===== src/rtl/gray_pkg.sv =====
// gray_pkg
// Shared definitions for the Gray-code input path.
//   CODE_W  : width of the switch code (fixed at 4)
//   state_t : debounce FSM states
//   g2b     : Gray-to-binary conversion, also used by verification models
package gray_pkg;

    localparam int CODE_W = 4;

    typedef enum logic {
        STABLE = 1'b0,
        SETTLE = 1'b1
    } state_t;

    // Each binary bit is the XOR of all Gray bits at or above it.
    function automatic logic [CODE_W-1:0] g2b(input logic [CODE_W-1:0] g);
        logic [CODE_W-1:0] b;
        b[CODE_W-1] = g[CODE_W-1];
        for (int i = CODE_W - 2; i >= 0; i--) begin
            b[i] = b[i+1] ^ g[i];
        end
        return b;
    endfunction

endpackage


===== src/rtl/input_synchronizer.sv =====
// input_synchronizer
// Two-flop synchronizer for asynchronous level inputs (switches, buttons).
// Each bit is synchronized independently; callers must tolerate skew between bits.
//   clk : system clock
//   rst : synchronous, active-high reset (clears both stages)
//   d   : asynchronous input, WIDTH bits
//   q   : synchronized output, two cycles behind d
module input_synchronizer #(
    parameter int WIDTH = 1
) (
    input  logic             clk,
    input  logic             rst,
    input  logic [WIDTH-1:0] d,
    output logic [WIDTH-1:0] q
);

    logic [WIDTH-1:0] s1;

    // NOTE: sequential state uses non-blocking assignments so both stages
    // sample their inputs from before the edge; blocking here would collapse
    // the chain into a single flop.
    always_ff @(posedge clk) begin
        if (rst) begin
            s1 <= '0;
            q  <= '0;
        end else begin
            s1 <= d;
            q  <= s1;
        end
    end

endmodule


===== src/rtl/gray_input_capture.sv =====
// gray_input_capture
// Synchronizes and debounces a Gray-coded switch input, converts each accepted
// value to binary and marks it with a one-cycle pulse.
//   DEBOUNCE_CYCLES : cycles a change must hold steady before acceptance (>= 1)
//   CODE_W          : code width, must match gray_pkg::CODE_W
//   clk             : system clock
//   rst             : synchronous, active-high reset
//   gray_in         : raw asynchronous Gray code from the switches
//   binary_code     : last accepted value in binary, held between commits
//   code_valid      : one-cycle pulse when binary_code takes a new value
//   settling        : high while a candidate change is being timed
module gray_input_capture #(
    parameter int DEBOUNCE_CYCLES = 270000,
    parameter int CODE_W          = 4
) (
    input  logic              clk,
    input  logic              rst,
    input  logic [CODE_W-1:0] gray_in,
    output logic [CODE_W-1:0] binary_code,
    output logic              code_valid,
    output logic              settling
);

    import gray_pkg::*;

    // Counter only ever needs to reach DEBOUNCE_CYCLES-1; keep at least one bit
    // so DEBOUNCE_CYCLES=1 still elaborates.
    localparam int CNT_W = (DEBOUNCE_CYCLES > 1) ? $clog2(DEBOUNCE_CYCLES) : 1;
    localparam logic [CNT_W-1:0] CNT_MAX = CNT_W'(DEBOUNCE_CYCLES - 1);

    logic [CODE_W-1:0] s2;
    logic [CODE_W-1:0] captured;
    logic [CODE_W-1:0] candidate;
    logic [CNT_W-1:0]  cnt;
    state_t            state;

    input_synchronizer #(
        .WIDTH (CODE_W)
    ) u_sync (
        .clk (clk),
        .rst (rst),
        .d   (gray_in),
        .q   (s2)
    );

    always_ff @(posedge clk) begin
        if (rst) begin
            state       <= STABLE;
            captured    <= '0;
            candidate   <= '0;
            cnt         <= '0;
            binary_code <= '0;
            code_valid  <= 1'b0;
        end else begin
            // NOTE: default the pulse low every cycle; only the commit branch
            // raises it, which guarantees a single-cycle pulse.
            code_valid <= 1'b0;
            case (state)
                STABLE: begin
                    if (s2 != captured) begin
                        state     <= SETTLE;
                        candidate <= s2;
                        cnt       <= '0;
                    end
                end
                SETTLE: begin
                    if (s2 == captured) begin
                        // Input returned to the accepted value: glitch, drop it.
                        state <= STABLE;
                    end else if (s2 != candidate) begin
                        // Still bouncing: time the new value from scratch.
                        candidate <= s2;
                        cnt       <= '0;
                    end else if (cnt == CNT_MAX) begin
                        captured    <= candidate;
                        binary_code <= g2b(candidate);
                        code_valid  <= 1'b1;
                        state       <= STABLE;
                    end else begin
                        cnt <= cnt + 1'b1;
                    end
                end
                default: state <= STABLE;
            endcase
        end
    end

    assign settling = (state == SETTLE);

endmodule


===== config.mk =====
export PLATFORM = sky130hd
export DESIGN_NAME = gray_input_capture
export DESIGN_NICKNAME = d
export VERILOG_FILES = /design/src/rtl/gray_pkg.sv /design/src/rtl/input_synchronizer.sv /design/src/rtl/gray_input_capture.sv
export SDC_FILE = /design/constraint.sdc
export NUM_CORES = 1
export LEC_CHECK = 0
export CAP_MARGIN = 20
export CORE_ASPECT_RATIO = 1.2
export CORE_UTILIZATION = 55
export DETAILED_ROUTE_END_ITERATION = 10
export PLACE_DENSITY = 0.82
export SYNTH_ARGS = -nofsm -noshare
export SYNTH_HDL_FRONTEND = slang
export SYNTH_HIERARCHICAL = 1
export SYNTH_SLANG_ARGS = --single-unit

===== constraint.sdc =====
create_clock -name clk -period 2.3 [get_ports clk]
set_clock_uncertainty 0.05 [all_clocks]
set_input_delay 0.46 -clock clk [delete_from_list [all_inputs] [get_ports clk]]
set_output_delay 0.46 -clock clk [all_outputs]
set_load 0.01 [all_outputs]

==> results of run 1 <==
==> timing repair <==
action / CTS / global route
resized for setup: 0 / 1
buffers inserted: 0 / 0
hold buffers: 0 / 0
endpoints found under the setup margin: 0 / 1
==> layout by cell type (no fill, tap or decap), types with 2 or more instances in the layout <==
master,netlist,routed
nand2_1,8,8
nor3_1,7,7
dfxtp_1,40,40
or4_1,2,2
nor2_1,18,18
nand2b_1,5,5
inv_1,3,3
nor4_1,4,4
clkdlybuf4s50_1,0,11
nor3_2,2,2
o21a_1,2,2
xor2_1,7,7
a31oi_1,2,2
nor2b_1,8,8
xnor2_1,13,13
buf_4,1,4
nand3_1,13,13
o21ai_1,7,7
clkbuf_4,0,5
o21ai_0,3,3
mux2_2,2,2
a21oi_1,13,13
mux2i_1,3,3
nand4_1,15,15
and3_1,6,5
==> final timing paths <==
check                                         endpoint  depth (start not counted)
worst min register to register  u_sync/q[1]$_SDFF_PP0_                          1
worst max register to register     cnt[3]$_SDFFE_PP0P_                          6
worst max-delay path               cnt[3]$_SDFFE_PP0P_                          6
worst min-delay path            u_sync/q[1]$_SDFF_PP0_                          1
==> power by group <==
part | internal (uW) | total [uW] | switching [uW] | leakage, uW
logic | 45.9 | 113 | 66.7 | 0.000325
clock network | 228 | 452 | 224 | 0.0000422
registers | 704 | 717 | 12.2 | 0.000324
==> layer usage <==
layer / routed length [um] / part of all wire [%] / vias to the layer above
met2: 1970 / 52 / 36
met5: 0 / 0 / -
met3: 142 / 3.8 / 4
met1: 1620 / 43 / 713
li1: - / - / 781
met4: 34 / 0.90 / 0
==> cells by family (layout without fill, tap and decap cells) <==
kind of cell             count (synthesis)  count (layout)
adder cells (fa/ha/maj)                  1               1
multiplexers                             5               5
flip-flops                              40              40
AND/OR/NAND/NOR                         98              98
XOR/XNOR                                20              20
buffers and inverters                   14              26
AO/OA/AOI/OAI                           33              33
==> through the flow <==
| stage | cells | utilization, % | power [uW] | instance area [um2] | hold WS, ps |
|---|---|---|---|---|---|
| after floorplan | 211 | - | 810 | 1870 | 364 |
| after global placement | 251 | 63.6 | 842 | 2000 | 367 |
| after detailed placement | 251 | 63.6 | 844 | 2000 | 379 |
| after CTS | 259 | 66.0 | 1290 | 2070 | 407 |
| after global routing | 259 | 66.1 | 1330 | 2070 | 425 |
| final | 259 | 66.1 | 1280 | 2070 | 400 |
==> flip-flops by register name (all words and copies together) (netlist names) <==
register and flops:
code_valid 1, u_sync/q 4, candidate 4, u_sync/s1 4
settling 1, captured 4, binary_code 3, cnt 19
==> cell type report <==
type | count | area [um2] | share of cell area [%]
Clock buffer | 6 | 41.3 | 1.99
Tap cell | 36 | 45.0 | 2.17
Clock inverter | 2 | 35.0 | 1.69
Timing Repair Buffer | 15 | 140 | 6.76
Inverter | 3 | 11.3 | 0.543
Sequential cell | 40 | 801 | 38.6
Multi-Input combinational cell | 157 | 1000 | 48.2
==> results.yml, run 1 <==
run_status:
  status: "complete, no violations"
global_routing:
  grtUsageTotal_pct: 22.3
  globalRouteMet1Util_pct: 23.6
  grt_max_degree: 24
  grt.busiest_layer: "met2"
  overflow: 0
  grt_pass1_vias: 1498
  grt_pass1_wl_um: 6390
  antenna_found_initial: 0
  grt_util_met3_pct: 5.28
  met2_usage_pct: 43.2
synth:
  synthXorXnorAreaFrac_pct: 9.35
  seq_area_frac_synth_pct: 42.8
  ys.warnings.count: 6
  synth_fp_nets: 218
  synth.top_cell.area_share_pct: 42.8
  async_flop_share_pct: 0
  synth_compound_area_share_pct: 10.6
  yosys.area.top_type: "dfxtp_1"
  synth.most_common_cell: "dfxtp_1"
  yosys.area_share.simple_pct: 29.9
  synth-edff-count: 0
  ys_top_cells_by_count: "dfxtp_1 (40), nor2_1 (18), nand4_1 (15)"
  synth_ff_type: "dfxtp_1"
  synth_top_family_by_area: "simple AND/OR/NAND/NOR gates"
  ys_ff_latch: 40
  synth_area_leaders: "dfxtp_1 (43%), xnor2_1 (6.1%), nand4_1 (5.0%), nor2_1 (3.6%), a21oi_1 (3.5%)"
  synth_cell_types: 44
  synth_area_mm2: 0.00187
  avgSynthCellArea_um2: 8.88
  synthAdderAreaFrac_pct: 0.668
  netlist_instances: 211
  synth.area.mux_share_pct: 2.81
die:
  coreArea_mm2: 0.00314
  io_pins: 12
  dieWidth_um: 55.3
  rows: 22
  initial_utilization_pct: 59.7
  fp.dieArea_mm2: 0.00364
  die_h_um: 65.9
critical_path:
  cp.buffers_inverters: 0
  startpoint: "cnt[1]$_SDFFE_PP0P_"
  end_kind: "flip-flop"
  worstPathMaxFanout: 15
  cp_cell_sequence: "ha_1 > nand4_1 > nor2_1 > and3_2 > a21oi_1 > mux2_2"
  path_delay_family: "simple AND/OR/NAND/NOR gates"
  regToRegStartpoint: "cnt[1]$_SDFFE_PP0P_"
  crit_path_start_kind: "flip-flop"
  crit_slowest_cell: "dfxtp_1"
  arrival_ps: 2140
  critPathKind: "reg2reg"
  cpPeakStageDelay_ps: 470
  cp.required_ps: 2500
  rrSetupSlack_ps: 360
route:
  vias: 1534
  dr.pass1.iters: 5
  post_drt_wl_per_cell_um: 14.6
  first_iter_violations: 45
  routed_wl_um: 3770
  postRouteAntennaNets: 0
  drcViolationCount: 0
  viasPerCell: 5.92
cts:
  cts_sinks: 40
  numCtsBuffers: 5
  h-tree-depth: 2
  clk_latency_ps: 350
  cts_buffer_depth: 2
  cts_root_buffer: "clkbuf_4"
  cts_tree: "done"
  clkTransAtPathRegs_ps: 110
power:
  max-vdd-ir-drop_v: 0.000770
  p_leak_uw: 0.000691
  p_per_area_mw_per_mm2: 618
timing:
  worstMarginPinSlew_ps: 515
  max_freq_mhz: 515
  fin_setup_tns_ps: 0
  fin_crit_ps: 1940
  min_period_over_period_pct: 84.4
  max_slew_margin_pct: 65.5
  final-setup-viol-count: 0
  final_max_slew_viol_count: 0
  timing.final.ws_setup_ps: 358
  rsz0062_at_grt: "no"
  hold_viol: 0
min_path:
  min_from: "u_sync/s1[1]$_SDFF_PP0_"
  hold_class: "reg2reg"
place:
  place_ws_ps: 234
  io_buffers: 11
  dp_hpwl_um: 2650
  routabilityCongestion: 0.839
layout:
  syn_to_final_growth_pct: 10.7
  n_fill_cell: 271
  layout.nets: 229
  num_antenna_cells: 0
  drive_gt1_share_pct: 8.97
flow_run:
  max_cap_violations: 0
Note: power is estimated with default switching activity, not from simulation.
==> inputs of run 2 (changes only) <==
- clock period: 2.3 -> 2 ns (I/O delays scaled with it)
==> results.yml, run 2 (synthesis gave the netlist of run 1 again) <==
critical_path:
  crit_path_start_kind: "flip-flop"
  worstPathMaxFanout: 8
  cp.required_ps: 2210
  end_kind: "flip-flop"
  arrival_ps: 1970
  critPathKind: "reg2reg"
  startpoint: "cnt[2]$_SDFFE_PP0P_"
  regToRegStartpoint: "cnt[2]$_SDFFE_PP0P_"
layout:
  syn_to_final_growth_pct: 17.4
  num_antenna_cells: 0
  drive_gt1_share_pct: 13.3
  layout.nets: 239
  largest_register_ffs: 19
  fin_util_pct: 70.1
  layout_commonest_cell: "dfxtp_1"
  largest_register: "cnt"
  final_cell_mix: "dfxtp_1 (40), nor2_1 (18), nand4_1 (15)"
min_path:
  min_from: "u_sync/s1[3]$_SDFF_PP0_"
  hold_class: "reg2reg"
route:
  first_iter_violations: 77
  vias: 1570
  post_drt_wl_per_cell_um: 14.6
  drcViolationCount: 0
  dr.pass1.iters: 4
  viasPerCell: 5.84
  postRouteAntennaNets: 0
  routed_wl_um: 3920
place:
  dp_hpwl_um: 2810
  place_ws_ps: 227
  io_buffers: 11
  routabilityCongestion: 0.820
cts:
  h-tree-depth: 2
  cts_root_buffer: "clkbuf_4"
  clk_latency_ps: 350
  cts_tree: "done"
  numCtsBuffers: 5
  cts_buffer_depth: 2
  cts_sinks: 40
  clkTransAtPathRegs_ps: 120
timing:
  rsz0062_at_grt: "no"
  fin_crit_ps: 1760
  timing.final.ws_setup_ps: 238
  max_slew_margin_pct: 67.0
  worstMarginPinSlew_ps: 491
  hold_viol: 0
  final-setup-viol-count: 0
  fin_setup_tns_ps: 0
  finalHoldWorstSlack_ps: 401
  min_period_over_period_pct: 88.1
  max_freq_mhz: 567
  final_max_slew_viol_count: 0
power:
  p_per_area_mw_per_mm2: 796
  p_leak_uw: 0.000765
  max-vdd-ir-drop_v: 0.000643
  total_power_uw: 1750
die:
  fp.dieArea_mm2: 0.00364
  die_h_um: 65.9
  initial_utilization_pct: 59.7
  dieWidth_um: 55.3
  coreArea_mm2: 0.00314
  io_pins: 12
  rows: 22
global_routing:
  grt_pass1_wl_um: 6830
  grt_max_degree: 19
  overflow: 0
  grt_pass1_vias: 1545
  antenna_found_initial: 0
  grtUsageTotal_pct: 24.0
flow_run:
  max_cap_violations: 0
run_status:
  status: "complete, no violations"
## run 2: area by class of cell
class	count	area, um2
Multi-Input combinational cell	157	1000
Fill cell	276	938
Sequential cell	40	801
Timing Repair Buffer	25	215
Clock inverter	3	90.1
Tap cell	36	45.0
Clock buffer	5	37.5
Inverter	3	11.3
## run 2: where the power goes
part	leakage (uW)	switching (uW)	total (uW)	internal, uW
logic	0.000375	84.0	147	62.8
registers	0.000324	10.3	821	810
clock network	0.0000654	269	784	515
total	0.000765	363	1750	1390
## run 2: critical path, stage by stage (launching register included)
cell      delay, ps
dfxtp_1         490
and3_1          240
and3_1          270
nor4bb_1        400
xnor2_1         160
nor2_1           50
## run 2: final timing paths
kind | to | slack, ps | depth (start not counted)
setup / recovery | cnt[14]$_SDFFE_PP0P_ | 240 | 5
hold / removal | u_sync/q[3]$_SDFF_PP0_ | 400 | 1
setup reg to reg | cnt[14]$_SDFFE_PP0P_ | 240 | 5
hold reg to reg | u_sync/q[3]$_SDFF_PP0_ | 400 | 1
## run 2: metal layers
layer	vias up	GRT usage [%]	part of all wire, %
met5	-	0	0
met4	0	10.9	2.0
met3	9	6.07	2.9
met2	26	43.7	52
met1	734	26.2	43
li1	801	-	-
## run 2: repair_timing
item	CTS	global route
setup buffers	0	0
hold buffers	0	0
resized for setup	0	1
endpoints found under the setup margin	0	4
## run 2: through the flow
| step | area [um2] | instances |
|---|---|---|
| 6_report | 2200 | 269 |
| 5_1_grt | 2200 | 269 |
| 4_1_cts | 2200 | 269 |
| 3_5_place_dp | 2070 | 261 |
| 3_3_place_gp | 2070 | 261 |
| 2_1_floorplan | 1870 | 211 |
==> inputs of run 3 (changes only) <==
- TNS_END_PERCENT: unset -> 10
==> results of run 3 <==
No change in the layout: final DEF, timing and power equal those of run 2.
==> edit (settings of run 1) <==
Change the parameter `DEBOUNCE_CYCLES` from 270000 to 135000.
--- a/src/rtl/gray_input_capture.sv
+++ b/src/rtl/gray_input_capture.sv
@@ -12,3 +12,3 @@
 module gray_input_capture #(
-    parameter int DEBOUNCE_CYCLES = 270000,
+    parameter int DEBOUNCE_CYCLES = 135000,
     parameter int CODE_W          = 4
Formal check against the unedited RTL: no difference found for any inputs over 10 cycles, from zero or initial values and one cycle with rst high; that may be too few to reach the edited logic, so the function may still have changed.
==> edit against run 1 <==
- wire length fell by 5.2%
- critical path depth decreased by 1
- critical endpoint unchanged
- core utilization is 1.6 points lower
- final area down 4.9%
- area after synthesis shrank 5.7%
- die area shrank 5.5%
- non-clock buffer count shrank 1
- sequential cell count decreased by 1
- sequential power decreased by 3.2%
- sequential share of layout area up 1.0 points
- worst setup slack worse by 110 ps
- maximum frequency fell by 5.5%
- power is 7.9% lower
- largest cell class unchanged
==> edit: results (changes against run 1) <==
Power and ir drop
  • Peak supply drop: 0.528 mV (was 0.770 mV)
  • Leak: 0.000646 µW (was 0.000691 µW)

Routing
  • DR pass1 iterations: 8 (was 5)
  • Iteration-0 DRC Markers: 30 (was 45)
  • Routed WL: 3570 µm (was 3770 µm)
  • Vias per std cell: 5.95 (was 5.92)

Clocking
  • Post-CTS Setup Bufs: 0 (unchanged)
  • Clock Tree Buf Depth: 2 (unchanged)
  • Clock latency on the worst-skew pair: 340 ps
  • PostCTS Resize Cnt: 0 (unchanged)
  • Clock buffer count from CTS: 5 (unchanged)

STA
  • Hold violation total from the final report: 0 (unchanged)
  • Slew headroom: 0.591 (was 0.655)

Placed design
  • Post-DP HPWL: 2570 µm (was 2650 µm)
  • RePlAce Congestion: 0.830 (was 0.839)
  • Post-DP Area: 1900 µm² (was 2000 µm²)

Global routing
  • M1 GR Usage: 0.264 (was 0.236)
  • First-pass GRT wire length: 6050 µm (was 6390 µm)
  • Met2 usage: 0.418 (was 0.432)
  • Vias in the first global route: 1327 (was 1498)
  • GR Util All Layers: 0.243 (was 0.223)
  • M3 GR Usage: 0.0643 (was 0.0528)

Worst setup path
  • Critical path peak fanout: 16 (was 15)
  • Setup slack, reg-to-reg: 240 ps (was 360 ps)
  • CP Data Arrival Time: 2280 ps (was 2140 ps)

Synthesis
  • Post-Syn Nets: 202 (was 218)
  • Top post-synthesis cells by area: dfxtp_1 (44%), xnor2_1 (6.4%), xor2_1 (5.0%) (was dfxtp_1 (43%), xnor2_1 (6.1%), nand4_1 (5.0%))
  • Seq/Total Area, Yosys: 0.442 (was 0.428)
  • Unique masters post-synth: 34 (was 44)
  • Synth cell count leaders: dfxtp_1 (39), nor2_1 (20), a21oi_1 (15) (was dfxtp_1 (40), nor2_1 (18), nand4_1 (15))

Layout
  • # diodes: 0 (unchanged)
  • Nets: 214 (was 229)
  • Layout cell share with drive strength beyond 1: 0.0721 (was 0.0897)
  • Max reg flops: 18 (was 19)

Outcome
  • Outcome: completed (unchanged)
==> edit: final timing paths <==
check / cells past startpoint / to / startpoint
worst min-delay path: 1 / u_sync/q[3]$_SDFF_PP0_ / u_sync/s1[3]$_SDFF_PP0_
worst max register to register: 5 / cnt[3]$_SDFFE_PP0P_ / candidate[0]$_SDFFE_PP0P_
worst max-delay path: 5 / cnt[3]$_SDFFE_PP0P_ / candidate[0]$_SDFFE_PP0P_
worst min register to register: 1 / u_sync/q[3]$_SDFF_PP0_ / u_sync/s1[3]$_SDFF_PP0_
==> edit: logic make-up (layout without fill, tap and decap cells) <==
group           after synthesis  count (layout)  share of synthesized area
simple gates                 91              91                      0.310
mux                           2               2                     0.0113
fa+ha+maj                     1               1                    0.00708
buf+inv                      10              23                     0.0262
xor+xnor                     23              23                      0.114
compound gates               29              29                     0.0892
flops                        39              39                      0.442
==> edit: layout make-up <==
type | instances | area, µm²
clock buffer | 8 | 68.8
inverter | 1 | 3.75
multi-input combinational | 146 | 940
sequential | 39 | 781
fill | 273 | 1080
timing repair buffer | 14 | 133
tap | 36 | 45.0
==> edit: critical path: stages (launching register included) <==
cell      delay, ps
dfxtp_1         420
xnor2_1         160
nand3_1         290
o21ai_1         380
nand2b_1        420
a21oi_1         260
==> edit: routing by layer <==
metal	wire [µm]	up-vias
met2	1890	28
met5	0	-
met1	1480	691
li1	-	723
met4	67	0
met3	128	10
==> edit: through the flow <==
step	hold WS, ps	cells	setup WS (ps)	util
after detailed placement	378	236	280	0.622
after global routing	423	244	40.2	0.645
after floorplan	364	195	515	-
after CTS	407	244	255	0.645
final	403	244	244	0.645
after global placement	370	236	337	0.622
==> edit: report_power, final <==
part | switching (µW) | internal [µW]
logic | 62.7 | 35.3
clock network | 209 | 180
registers | 8.09 | 686
